<file path="config.mk">
export PLATFORM = sky130hd
export DESIGN_NAME = noise_estimation_fsm_flat
export DESIGN_NICKNAME = d
export VERILOG_FILES = /design/src/rtl/noise_est_pkg.sv /design/src/rtl/noise_estimation_fsm_if.sv /design/src/rtl/noise_est_counter.sv /design/src/rtl/noise_estimation_fsm.sv /design/src/flat_wrapper.sv
export SDC_FILE = /design/constraint.sdc
export NUM_CORES = 1
export LEC_CHECK = 0
export ABC_AREA = 1
export CAP_MARGIN = 20
export CORE_MARGIN = 4
export CORE_UTILIZATION = 60
export DETAILED_ROUTE_END_ITERATION = 6
export GPL_TIMING_DRIVEN = 0
export PLACE_DENSITY = 0.82
export SLEW_MARGIN = 20
export SYNTH_ARGS = -nofsm -noshare
export SYNTH_HDL_FRONTEND = slang
export SYNTH_SLANG_ARGS = --single-unit
</file>
<file path="constraint.sdc">
create_clock -name clk -period 7.25 [get_ports clk]
set_input_delay 1.45 -clock clk [delete_from_list [all_inputs] [get_ports clk]]
set_output_delay 1.45 -clock clk [all_outputs]
set_load 0.05 [all_outputs]
</file>
<file path="src/rtl/noise_est_pkg.sv">
// noise_est_pkg: shared types and constants for the noise-estimation control FSM.
package noise_est_pkg;

  localparam int TOTAL_SAMPLES_DEF = 16;
  localparam int BLK_CNT_W         = 32;

  typedef enum logic [2:0] {
    IDLE       = 3'd0,
    COLLECT    = 3'd1,
    WAIT_MEAN  = 3'd2,
    VAR_START  = 3'd3,
    VAR_RUN    = 3'd4,
    BLOCK_DONE = 3'd5
  } est_state_e;

endpackage

</file>
<file path="src/rtl/noise_estimation_fsm_if.sv">
// noise_estimation_fsm_if: handshake bundle between frame timing / datapath and the
// noise-estimation FSM. Status signals exist only when NOISE_EST_STATUS_EN is defined.
interface noise_estimation_fsm_if;
  import noise_est_pkg::*;

  logic                 start_of_frame;
  logic                 mean_ready;
  logic                 variance_ready;
  logic [BLK_CNT_W-1:0] blocks_per_frame;
  logic                 shift_en;
  logic                 noise_mean_en;
  logic                 shift_reg_rst_n;
  logic                 variance_start_of_data;
`ifdef NOISE_EST_STATUS_EN
  logic [BLK_CNT_W-1:0] block_idx;
  logic                 frame_done;

  modport master (
    output start_of_frame, mean_ready, variance_ready, blocks_per_frame,
    input  shift_en, noise_mean_en, shift_reg_rst_n, variance_start_of_data,
    input  block_idx, frame_done
  );

  modport slave (
    input  start_of_frame, mean_ready, variance_ready, blocks_per_frame,
    output shift_en, noise_mean_en, shift_reg_rst_n, variance_start_of_data,
    output block_idx, frame_done
  );
`else
  modport master (
    output start_of_frame, mean_ready, variance_ready, blocks_per_frame,
    input  shift_en, noise_mean_en, shift_reg_rst_n, variance_start_of_data
  );

  modport slave (
    input  start_of_frame, mean_ready, variance_ready, blocks_per_frame,
    output shift_en, noise_mean_en, shift_reg_rst_n, variance_start_of_data
  );
`endif

endinterface

</file>
<file path="src/rtl/noise_est_counter.sv">
// noise_est_counter: generic up-counter with synchronous clear (priority over enable),
// enable, and a terminal-count flag against a run-time terminal value.
module noise_est_counter
  import noise_est_pkg::*;
#(
  parameter int W = BLK_CNT_W
) (
  input  logic         clk,
  input  logic         rst,
  input  logic         clr_i,
  input  logic         en_i,
  input  logic [W-1:0] term_i,
  output logic [W-1:0] cnt_o,
  output logic [W-1:0] nxt_o,
  output logic         tc_o
);

  logic [W-1:0] cnt_q;
  logic [W-1:0] cnt_d;

  // Next count: clear wins over increment.
  always_comb begin
    cnt_d = cnt_q;
    if (clr_i) begin
      cnt_d = '0;
    end else if (en_i) begin
      cnt_d = cnt_q + W'(1);
    end
  end

  // Count register.
  always_ff @(posedge clk or posedge rst) begin
    if (rst) begin
      cnt_q <= '0;
    end else begin
      cnt_q <= cnt_d;
    end
  end

  assign cnt_o = cnt_q;
  assign nxt_o = cnt_d;
  assign tc_o  = (cnt_q == term_i);

endmodule

</file>
<file path="src/rtl/noise_estimation_fsm.sv">
// noise_estimation_fsm: sequences sample collection, mean, variance replay and block
// counting for the per-block noise estimator. Outputs are registered and equal the
// Moore decode of the state/counters they accompany.
// Optional: define NOISE_EST_STATUS_EN to add block_idx and frame_done outputs.
module noise_estimation_fsm
  import noise_est_pkg::*;
#(
  parameter int DATA_WIDTH    = 8,
  parameter int TOTAL_SAMPLES = TOTAL_SAMPLES_DEF
) (
  input  logic                  clk,
  input  logic                  rst,
  noise_estimation_fsm_if.slave ctl_if
);

  localparam int              SAMP_W    = $clog2(TOTAL_SAMPLES + 1);
  localparam logic [SAMP_W-1:0] SAMP_LAST = SAMP_W'(TOTAL_SAMPLES - 1);
  // Sample width only matters to the datapath; kept here so both sides share one value.
  localparam int              unused_data_width = DATA_WIDTH;

  est_state_e           state_q, state_d;
  logic                 samp_clr, samp_en, blk_clr, blk_en, tgt_load;
  logic [SAMP_W-1:0]    samp_cnt, samp_nxt;
  logic                 samp_tc;
  logic [BLK_CNT_W-1:0] blk_cnt, blk_nxt;
  logic                 blk_last;
  logic [BLK_CNT_W-1:0] blk_target_q;
  logic                 shift_en_q, mean_en_q, sr_rst_n_q, var_sod_q;
  logic                 unused_blk;

  noise_est_counter #(.W(SAMP_W)) u_samp_cnt (
    .clk    (clk),
    .rst    (rst),
    .clr_i  (samp_clr),
    .en_i   (samp_en),
    .term_i (SAMP_LAST),
    .cnt_o  (samp_cnt),
    .nxt_o  (samp_nxt),
    .tc_o   (samp_tc)
  );

  // blk_last is high while the current block is the final one of the frame.
  noise_est_counter #(.W(BLK_CNT_W)) u_blk_cnt (
    .clk    (clk),
    .rst    (rst),
    .clr_i  (blk_clr),
    .en_i   (blk_en),
    .term_i (blk_target_q - BLK_CNT_W'(1)),
    .cnt_o  (blk_cnt),
    .nxt_o  (blk_nxt),
    .tc_o   (blk_last)
  );

  assign unused_blk = ^{blk_nxt, blk_cnt};

  // Next-state and counter control; inputs outside their accepting state are ignored.
  always_comb begin
    state_d  = state_q;
    samp_clr = 1'b0;
    samp_en  = 1'b0;
    blk_clr  = 1'b0;
    blk_en   = 1'b0;
    tgt_load = 1'b0;
    case (state_q)
      IDLE: begin
        if (ctl_if.start_of_frame) begin
          state_d  = COLLECT;
          samp_clr = 1'b1;
          blk_clr  = 1'b1;
          tgt_load = 1'b1;
        end
      end
      COLLECT: begin
        if (samp_tc) begin
          state_d  = WAIT_MEAN;
          samp_clr = 1'b1;
        end else begin
          samp_en = 1'b1;
        end
      end
      WAIT_MEAN: begin
        if (ctl_if.mean_ready) state_d = VAR_START;
      end
      VAR_START: begin
        state_d = ctl_if.variance_ready ? BLOCK_DONE : VAR_RUN;
      end
      VAR_RUN: begin
        // Replay continues until the whole block has been shifted out once more.
        samp_en = (samp_cnt < SAMP_LAST);
        if (ctl_if.variance_ready) state_d = BLOCK_DONE;
      end
      BLOCK_DONE: begin
        samp_clr = 1'b1;
        blk_en   = 1'b1;
        if (!blk_last) begin
          state_d = COLLECT;
        end else if (ctl_if.start_of_frame) begin
          // Back-to-back frame: restart directly without an IDLE cycle.
          state_d  = COLLECT;
          blk_clr  = 1'b1;
          tgt_load = 1'b1;
        end else begin
          state_d = IDLE;
        end
      end
      default: state_d = IDLE;
    endcase
  end

`ifdef NOISE_EST_STATUS_EN
  logic frame_done_q;
`endif

  // State, frame target and registered outputs decoded from the upcoming state.
  always_ff @(posedge clk or posedge rst) begin
    if (rst) begin
      state_q      <= IDLE;
      blk_target_q <= BLK_CNT_W'(1);
      shift_en_q   <= 1'b0;
      mean_en_q    <= 1'b0;
      sr_rst_n_q   <= 1'b1;
      var_sod_q    <= 1'b0;
`ifdef NOISE_EST_STATUS_EN
      frame_done_q <= 1'b0;
`endif
    end else begin
      state_q <= state_d;
      if (tgt_load) begin
        blk_target_q <= (ctl_if.blocks_per_frame == '0) ? BLK_CNT_W'(1)
                                                         : ctl_if.blocks_per_frame;
      end
      shift_en_q <= (state_d == COLLECT) || (state_d == VAR_START) ||
                    ((state_d == VAR_RUN) && (samp_nxt < SAMP_LAST));
      mean_en_q  <= (state_d == COLLECT);
      sr_rst_n_q <= (state_d != BLOCK_DONE);
      var_sod_q  <= (state_d == VAR_START);
`ifdef NOISE_EST_STATUS_EN
      frame_done_q <= (state_d == BLOCK_DONE) && blk_last;
`endif
    end
  end

  assign ctl_if.shift_en               = shift_en_q;
  assign ctl_if.noise_mean_en          = mean_en_q;
  assign ctl_if.shift_reg_rst_n        = sr_rst_n_q;
  assign ctl_if.variance_start_of_data = var_sod_q;
`ifdef NOISE_EST_STATUS_EN
  assign ctl_if.block_idx  = blk_cnt;
  assign ctl_if.frame_done = frame_done_q;
`endif

endmodule

</file>
<file path="src/flat_wrapper.sv">
// flat-port wrapper written by rule: the top's interface ports become plain ports
module noise_estimation_fsm_flat import noise_est_pkg::*;
#(
  parameter int DATA_WIDTH    = 8,
  parameter int TOTAL_SAMPLES = TOTAL_SAMPLES_DEF
)
  (clk, rst, ctl_if_start_of_frame, ctl_if_mean_ready, ctl_if_variance_ready, ctl_if_blocks_per_frame, ctl_if_shift_en, ctl_if_noise_mean_en, ctl_if_shift_reg_rst_n, ctl_if_variance_start_of_data);
  noise_estimation_fsm_if ctl_if_i ();
  input  logic clk;
  input  logic rst;
  input wire logic [$bits(ctl_if_i.start_of_frame)-1:0] ctl_if_start_of_frame;
  input wire logic [$bits(ctl_if_i.mean_ready)-1:0] ctl_if_mean_ready;
  input wire logic [$bits(ctl_if_i.variance_ready)-1:0] ctl_if_variance_ready;
  input wire logic [$bits(ctl_if_i.blocks_per_frame)-1:0] ctl_if_blocks_per_frame;
  output wire logic [$bits(ctl_if_i.shift_en)-1:0] ctl_if_shift_en;
  output wire logic [$bits(ctl_if_i.noise_mean_en)-1:0] ctl_if_noise_mean_en;
  output wire logic [$bits(ctl_if_i.shift_reg_rst_n)-1:0] ctl_if_shift_reg_rst_n;
  output wire logic [$bits(ctl_if_i.variance_start_of_data)-1:0] ctl_if_variance_start_of_data;
  assign ctl_if_i.start_of_frame = ctl_if_start_of_frame;
  assign ctl_if_i.mean_ready = ctl_if_mean_ready;
  assign ctl_if_i.variance_ready = ctl_if_variance_ready;
  assign ctl_if_i.blocks_per_frame = ctl_if_blocks_per_frame;
  assign ctl_if_shift_en = ctl_if_i.shift_en;
  assign ctl_if_noise_mean_en = ctl_if_i.noise_mean_en;
  assign ctl_if_shift_reg_rst_n = ctl_if_i.shift_reg_rst_n;
  assign ctl_if_variance_start_of_data = ctl_if_i.variance_start_of_data;
  noise_estimation_fsm #(.DATA_WIDTH(DATA_WIDTH), .TOTAL_SAMPLES(TOTAL_SAMPLES)) u_core (.clk(clk), .rst(rst), .ctl_if(ctl_if_i));
endmodule
</file>
== After elaboration in Yosys (flattened, before gate mapping) ==
Index checks and enable logic that the tools add are counted.
W data, S select, Z words.
Word-level totals
  output and inout bits: 4
  bits of input ports: 37
  register bits after elaboration: 76
Cells by class
  add/sub/neg operators: 3
  eq/ne operators: 11
  muxes and demuxes: 21
  magnitude comparators: 2
  reductions and logical operators: 6
Operator list (count)
  $mux W32: 3
  $add A32 B1 Y32 const B: 1
  $eq A32 B32 Y1: 1
  $logic_not A32 Y1: 1
  $sub A32 B1 Y32 const B: 1
  $pmux W3 S6: 1
  $mux W3: 5
  $lt A5 B4 Y1 const B: 2
  $mux W5: 2
  $eq A3 B2 Y1 const B: 3
  $eq A3 B3 Y1 const B: 3
  $mux W1: 7
  $eq A3 B1 Y1 const B: 2
  $add A5 B1 Y5 const B: 1
  $eq A5 B4 Y1 const B: 1
  $pmux W1 S2: 2
  $logic_not A3 Y1: 1
  $ne A3 B3 Y1 const B: 1
  $pmux W1 S3: 1
  $logic_or A1 B1 Y1: 2
  $reduce_bool A2 Y1: 1
  $logic_and A1 B1 Y1: 1

== Depth between registers and ports, before layout ==
Gate-level depths: netlist of the first run.
  word-level depth: 8
  depth in mapped cells: 17
  depth with buffers taken out: 17

== By module ==
A second synthesis of the first run with hierarchy kept.
Second synthesis, totals
  cells, all modules: 744
  area, all modules: 5128.7 um^2
By module, submodules not included
  noise_estimation_fsm: area each 2563.7 um^2, times used 1, cells an instance 390
  noise_est_counter (u_core.u_blk_cnt): area each 2244.7 um^2, times used 1, cells an instance 307
  noise_est_counter (u_core.u_samp_cnt): area each 320.3 um^2, times used 1, cells an instance 47

== Worst setup path before layout of the first run ==
OpenSTA, ideal clock, no wires.
  path kind: input to register
  start: in ctl_if_start_of_frame
  end: reg u_core.shift_en_q (netlist: u_core.ctl_if.shift_en)
  data required time: 7137 ps
  buffers on the path: 1
  arrival time: 2372 ps
  cell stages on the path: 7
  setup time: 113 ps
  setup slack: 4765 ps
  cell sequence: nand3_1 > clkbuf_1 > nand3_1 > nor3_1 > nand3_1 > nand2_1 > inv_1
On the way
  longest elaborated chain between the ends: 6
  elaborated cells on any way between the ends: 14
  classes of those cells: order compare (1); eq/ne (3); mux (7); reduce/logical (3)
Ends and longest elaborated chain
  start: declaration: RTL line flat_wrapper.sv:11  | input wire logic [$bits(ctl_if_i.start_of_frame)-1:0] ctl_if_start_of_frame;
  $mux W1: RTL line noise_estimation_fsm.sv:66, noise_estimation_fsm.sv:97
  $pmux W1 S3 or $mux W3 (tied branches): RTL line noise_estimation_fsm.sv:64, noise_estimation_fsm.sv:95
  $mux W5 or $pmux W3 S6 (tied branches): RTL line noise_est_counter.sv:24, noise_estimation_fsm.sv:64
  $lt A5 B4 Y1, or another cell as far along: RTL line noise_estimation_fsm.sv:133  | ((state_d == VAR_RUN) && (samp_nxt < SAMP_LAST));
  $logic_and A1 B1 Y1 or $logic_or A1 B1 Y1 (tied branches): RTL line noise_estimation_fsm.sv:133, noise_estimation_fsm.sv:132
  $logic_or A1 B1 Y1 (*): RTL line noise_estimation_fsm.sv:132  | shift_en_q <= (state_d == COLLECT) || (state_d == VAR_START) ||
  end signal: assignment: RTL line noise_estimation_fsm.sv:132
  end: declaration: RTL line noise_estimation_fsm.sv:28  | logic shift_en_q, mean_en_q, sr_rst_n_q, var_sod_q;
Mark *: on every way between the ends. The rest lies on a longest branch, timed or not.
A chain may end at the register's enable or synchronous reset.

== Worst setup path in the final report of the first run ==
  start: reg u_core.sr_rst_n_q (netlist: u_core.ctl_if.shift_reg_rst_n)
  end: out ctl_if_shift_reg_rst_n
RTL lines
  start: declaration: RTL line noise_estimation_fsm.sv:28
  start signal: assignment: RTL line noise_estimation_fsm.sv:135  | sr_rst_n_q <= (state_d != BLOCK_DONE);
  end: declaration: RTL line flat_wrapper.sv:17  | output wire logic [$bits(ctl_if_i.shift_reg_rst_n)-1:0] ctl_if_shift_reg_rst_n;
No word-level cell between the ends.

==> results.sh, run 1 <==
export IMPL_initial_utilization_pct=62.9
export IMPL_dr_pass1_iters=5
export IMPL_grt_usage_pct=28.8
export IMPL_fin_nets=884
export IMPL_clockBufferDepth=2
export IMPL_grt_busiest_layer="met2"
export IMPL_io_pins=41
export IMPL_outcome="complete, no violations"
export IMPL_post_dp_cell_area_um2=5800
export IMPL_grt_pass1_vias=5061
export IMPL_synth_distinct_cells=33
export IMPL_use_met3_pct=4.68
export IMPL_worstSkewPairLatency_ps=360
export IMPL_fin_total_pwr_w=0.00217
export IMPL_fin_area_um2=6060
export IMPL_rsz0062_at_grt="false"
export IMPL_die_y_um=101
export IMPL_layout_common_cells="247 x nand2_1, 117 x nor2_1, 100 x inv_1"
export IMPL_drtAntennaViolNets=0
export IMPL_postCtsSetupBuffers=0
export IMPL_row_count=33
export IMPL_cp_max_fo=1
export IMPL_peakVddDrop_mv=0.168
export IMPL_drt_iter0_markers=293
export IMPL_antenna_found_initial=0
export IMPL_min_path_type="flop to flop"
export IMPL_tritoncts="yes"
export IMPL_dp_hpwl_um=10600
export IMPL_post_drt_wl_per_cell_um=14.6
export IMPL_place_gp_congestion=1.02
export IMPL_finalSetupTns_ps=0
export IMPL_slowest_delay_ps=800
export IMPL_via_count=5263
export IMPL_max_cap_violations=0
export IMPL_avgSynthCellArea_um2=6.63
export IMPL_hold_viol=0
export IMPL_path_cells="clkdlybuf4s50_1"
export IMPL_wirelength_um=13900
export IMPL_drive_gt1_share_pct=6.02
export IMPL_grt_pass1_wl_um=23300
export IMPL_drt_drc_violations_left=0
export IMPL_synth_cells=791
export IMPL_async_reset_ff_share_pct=100
export IMPL_portBuffers=40
export IMPL_crit_arrival_ps=1690
export IMPL_r2r_setup_slack_ps=4470
export IMPL_required_ps=5800
export IMPL_synthesis_nets=832
export IMPL_setup_viol=0
export IMPL_cp_end_kind="output port"
export IMPL_synth_area_um2=5250
export IMPL_grt_use_met1_pct=37.2
export IMPL_cp_start_kind="flop"
export IMPL_ys_warn_count=0
export IMPL_die_area_um2=10300
export IMPL_cp_num_buf_inv=1
export IMPL_core_um2=8340
export IMPL_critPathTopFamily="buffers and inverters"
export IMPL_worstRegToRegCells=15
export IMPL_final_common_cell="nand2_1"
export IMPL_h_tree_depth=3
export IMPL_syn_to_final_growth_pct=15.6
export IMPL_clkTransAtPathRegs_ps=80
export IMPL_postLayoutCoreUtil_pct=72.7
export IMPL_min_delay_path_depth=2
export IMPL_synth_main_ff_cell="dfrtp_1"
export IMPL_die_w_um=101
export IMPL_slowest_stage="clkdlybuf4s50_1"
export IMPL_synth_seq_area_share_pct=36.3
export IMPL_via_per_inst=5.53
export IMPL_max_freq_mhz=319
export IMPL_tightest_slew_ps=775
export IMPL_num_antenna_cells=0
export IMPL_synth_edf_count=0
export IMPL_post_route_period_util_pct=43.2
export IMPL_holdBufCountCts=0
export IMPL_max_slew_margin_pct=48.3
export IMPL_cts_root_buf="clkbuf_8"
export IMPL_fin_crit_ps=3140
export IMPL_grt_remaining_overflow=0
export IMPL_cts_repair_resized=0
export IMPL_drv_slew=0
export IMPL_cts_buffers=9
export IMPL_clock_sinks=76
export IMPL_p_leak_nw=3.02
export IMPL_path_class="flop to output port"
export IMPL_p_per_area_nw_per_um2=358
export IMPL_yosys_register_bits=76
export IMPL_cp_depth=1
export IMPL_grt_util_met2_pct=46.8
export IMPL_clock_skew_ps=14.2
export IMPL_grt_max_degree=40
-- sequential cells by signal (all words and copies together), names as in the netlist --
signal,flops
u_core.u_samp_cnt.cnt_o,5
u_core.u_blk_cnt.cnt_o,32
u_core.state_q,3
u_core.ctl_if.shift_reg_rst_n,1
u_core.blk_target_q,32
u_core.ctl_if.variance_start_of_data,1
u_core.ctl_if.noise_mean_en,1
u_core.ctl_if.shift_en,1
-- power by group --
part,leakage [nW],total (W),internal [W],switching [W]
Clock,0.129,0.000432,0.000263,0.000169
Sequential,0.985,0.000751,0.000563,0.000187
Combinational,1.90,0.000987,0.000371,0.000616
-- routing by layer --
layer  vias up  wire length [um]
li1       2604                 -
met1      2384              5750
met2       235              6430
met3        40              1180
met4         0               532
met5         -                 0
-- stage by stage --
stage / hold WS [ps] / instances / setup WS [ps]
2_1_floorplan: 491 / 791 / 3860
3_3_place_gp: 513 / 936 / 2650
3_5_place_dp: 520 / 937 / 3860
4_1_cts: 541 / 952 / 4100
5_1_grt: 573 / 952 / 4060
6_report: 537 / 952 / 4110
-- path summary, 6_finish.rpt --
kind | to | start
worst max register to register | u_core.u_blk_cnt.cnt_o[31] | u_core.blk_target_q[0]
worst max-delay path | ctl_if_shift_reg_rst_n | u_core.ctl_if.shift_reg_rst_n
min in group asynchronous | u_core.u_blk_cnt.cnt_o[25] | rst
worst min register to register | u_core.blk_target_q[31] | u_core.blk_target_q[31]
worst min-delay path | u_core.blk_target_q[31] | u_core.blk_target_q[31]
max in group asynchronous | u_core.blk_target_q[0] | rst
-- cell usage after synthesis, types with 2 or more instances --
library cell | number | area (um2)
buf_2 | 4 | 20.0
buf_6 | 4 | 45.0
nand2_2 | 2 | 12.5
nand3b_1 | 5 | 37.5
dfrtp_1 | 74 | 1850
nand2_1 | 247 | 927
dfstp_2 | 2 | 52.6
a21oi_1 | 8 | 40.0
ha_1 | 4 | 50.1
buf_4 | 3 | 22.5
o21ai_0 | 8 | 40.0
xnor2_1 | 13 | 114
nor2_4 | 3 | 33.8
o21ai_1 | 3 | 15.0
nor2_2 | 9 | 56.3
clkbuf_1 | 3 | 11.3
nand3_1 | 73 | 365
nand4_1 | 23 | 144
nor3_1 | 24 | 120
xor2_1 | 29 | 254
or2_2 | 3 | 18.8
inv_1 | 101 | 379
o21bai_1 | 4 | 30.0
nor2_1 | 117 | 439
buf_1 | 4 | 15.0
nor4_1 | 14 | 87.6
-- kinds of logic (layout without fill, tap and decap cells) --
logic type	count (synthesis)	after routing	synth area share (%)
xor gates and xnor gates	42	42	7.01
DFF	76	76	36.3
and+or+nand+nor	523	523	43.6
buffers and inverters	121	177	9.54
adders and majority gates	4	4	0.954
AOI/OAI and AO/OA	25	25	2.62
-- layout make-up --
type	count	area (um2)
fill	695	2280
tap	105	131
clock buffer	9	124
clock inverter	6	138
timing repair buffer	41	420
multi-input combinational	594	2840
sequential	76	1900
buffer	18	114
inverter	103	389
(Power assumes the default switching activity.)
==> run 2, diff against run 1 <==
--- a/config.mk
+++ b/config.mk
@@ -8,10 +8,10 @@
 export ABC_AREA = 1
 export CAP_MARGIN = 20
 export CORE_MARGIN = 4
-export CORE_UTILIZATION = 60
+export CORE_UTILIZATION = 59
 export DETAILED_ROUTE_END_ITERATION = 6
 export GPL_TIMING_DRIVEN = 0
-export PLACE_DENSITY = 0.82
+export PLACE_DENSITY = 0.81
 export SLEW_MARGIN = 20
 export SYNTH_ARGS = -nofsm -noshare
 export SYNTH_HDL_FRONTEND = slang
==> constraint.sdc (replaced) <==
create_clock -name clk -period 3 [get_ports clk]
set_input_delay 0.6 -clock clk [delete_from_list [all_inputs] [get_ports clk]]
set_output_delay 0.6 -clock clk [all_outputs]
set_load 0.05 [all_outputs]
==> run 2 against run 1 <==
Routed wire length is 0.12% lower. Flip-flop and latch count stayed put. Combinational power is 140% higher. Via count is 2.6% lower. Final cell count is 0.42% higher. Critical path depth is 14 higher. Global-route usage is 0.39 points lower. First-iteration DRC count is 17% lower. Sequential share of layout area is 0.21 points higher. Core utilization is 3.3 points lower. Non-clock buffer count stayed put. Critical endpoint is now u_core.u_blk_cnt.cnt_o[30].
==> results.sh, run 2 (synthesized netlist as in run 1, its figures left out) <==
export IMPL_outcome="complete, no violations"
export IMPL_h_tree_depth=3
export IMPL_path_cells="inv_2 > ha_1 > nand2_1 > inv_1 > nand2_1 > nor2_2 > nand2_1 > nand2_1 > nand2_1 > nand3_1 > nor2_1 > nand4_4 > buf_2 > nand4_1 > nand2_1"
export IMPL_portBuffers=40
export IMPL_tightest_slew_ps=748
export IMPL_pwr_share_seq_pct=36.4
export IMPL_cts_root_buf="clkbuf_8"
export IMPL_die_area_um2=10500
export IMPL_place_gp_congestion=0.988
export IMPL_grt_max_degree=40
export IMPL_max_freq_mhz=365
export IMPL_cp_depth=15
export IMPL_dr_pass1_iters=7
export IMPL_post_drt_wl_per_cell_um=14.5
export IMPL_grt_usage_pct=28.4
export IMPL_die_y_um=102
export IMPL_p_switching_w=0.00236
export IMPL_clockPowerShare_pct=16.6
export IMPL_clockBufferDepth=2
export IMPL_drt_drc_violations_left=0
export IMPL_p_sw_share_pct=46.9
export IMPL_io_pins=41
export IMPL_rsz0062_at_grt="false"
export IMPL_drtAntennaViolNets=0
export IMPL_clkTransAtPathRegs_ps=80
export IMPL_drt_iter0_markers=243
export IMPL_core_um2=8680
export IMPL_cp_num_buf_inv=3
export IMPL_min_delay_path_depth=2
export IMPL_holdBufCountCts=0
export IMPL_slowest_delay_ps=610
export IMPL_fillerInstances=763
export IMPL_grt_pass1_vias=4919
export IMPL_postCtsSetupBuffers=0
export IMPL_via_count=5128
export IMPL_row_count=34
export IMPL_min_path_type="flop to flop"
export IMPL_via_per_inst=5.36
export IMPL_cp_start_kind="flop"
export IMPL_cp_end_kind="flop"
export IMPL_num_antenna_cells=0
export IMPL_finalSetupTns_ps=0
export IMPL_path_common_cell="nand2_1"
export IMPL_slowest_stage="dfstp_2"
export IMPL_whs_ps=552
export IMPL_drv_slew=0
export IMPL_syn_to_final_growth_pct=14.8
export IMPL_cp_max_fo=10
export IMPL_dp_cells=940
export IMPL_layout_common_cells="247 x nand2_1, 117 x nor2_1, 100 x inv_1"
export IMPL_cts_buffers=9
export IMPL_fin_total_pwr_w=0.00503
export IMPL_postLayoutCoreUtil_pct=69.4
export IMPL_clock_sinks=76
export IMPL_die_w_um=102
export IMPL_multiInputGateArea_um2=2850
export IMPL_max_cap_violations=0
export IMPL_hold_viol=0
export IMPL_p_leak_nw=2.99
export IMPL_drive_gt1_share_pct=6.13
export IMPL_tritoncts="yes"
export IMPL_dp_hpwl_um=10800
export IMPL_max_slew_margin_pct=50.1
export IMPL_p_int_w=0.00267
export IMPL_final_common_cell="nand2_1"
export IMPL_required_ps=3260
export IMPL_crit_arrival_ps=2990
export IMPL_worstSkewPairLatency_ps=370
export IMPL_fin_cells=956
export IMPL_post_route_period_util_pct=91.2
export IMPL_fin_nets=884
export IMPL_critPathTopFamily="simple AND/OR/NAND/NOR gates"
export IMPL_power_frac_comb_pct=47.0
export IMPL_setup_viol=0
export IMPL_fin_crit_ps=2740
export IMPL_initial_utilization_pct=60.4
export IMPL_p_per_area_nw_per_um2=835
export IMPL_clock_skew_ps=14.4
export IMPL_grt_remaining_overflow=0
export IMPL_antenna_found_initial=0
export IMPL_seqCellArea_um2=1900
export IMPL_grt_pass1_wl_um=23100
export IMPL_path_class="flop to flop"
export IMPL_peakVddDrop_mv=0.445
export IMPL_cts_repair_resized=0
export IMPL_worstRegToRegCells=15
export IMPL_wirelength_um=13900
-- run 2: power groups by stage --
stage / Combinational, W / Clock [W] / Sequential (W)
after floorplan: 0.00183 / 0 / 0.00171
after global placement: 0.00228 / 0 / 0.00181
after detailed placement: 0.00234 / 0 / 0.00183
after CTS: 0.00235 / 0.000847 / 0.00181
after global routing: 0.00274 / 0.000897 / 0.00187
final: 0.00236 / 0.000837 / 0.00183
-- run 2: final timing paths --
path	startpoint	end	slack, ps
max reg2reg	u_core.blk_target_q[0]	u_core.u_blk_cnt.cnt_o[30]	260
min reg2reg	u_core.blk_target_q[31]	u_core.blk_target_q[31]	550
min	u_core.blk_target_q[31]	u_core.blk_target_q[31]	550
max in group asynchronous	rst	u_core.blk_target_q[0]	1750
max	u_core.blk_target_q[0]	u_core.u_blk_cnt.cnt_o[30]	260
min in group asynchronous	rst	u_core.u_samp_cnt.cnt_o[1]	600
-- run 2: area by class of cell --
cell class                 instances  share of cell area, %
clock inverter                     6                   1.18
tap                              108                   2.24
sequential                        76                   31.6
multi-input combinational        594                   47.3
inverter                         103                   6.46
buffer                            18                   1.89
timing repair buffer              41                   6.98
clock buffer                      10                   2.29
-- run 2: worst register-to-register path: cells and delay by family (launching register included) --
kind / cells / cell delay (ps)
adders and majority gates: 1 / 240
DFF: 1 / 610
buffers and inverters: 3 / 410
and+or+nand+nor: 11 / 1360
-- run 2: metal layers --
metal / up-vias / share of wire, % / track usage [%]
li1: 2600 / - / -
met1: 2316 / 44 / 37.5
met2: 171 / 46 / 45.6
met3: 41 / 6.5 / 4.44
met4: 0 / 3.5 / 13.8
met5: - / 0 / 0
-- run 2: per-stage QoR --
step / instance area [um2] / worst slack (ps)
final: 6020 / 263
after global routing: 6020 / 2.43
after CTS: 6010 / 238
after detailed placement: 5800 / 261
after global placement: 5780 / -717
after floorplan: 5250 / 465
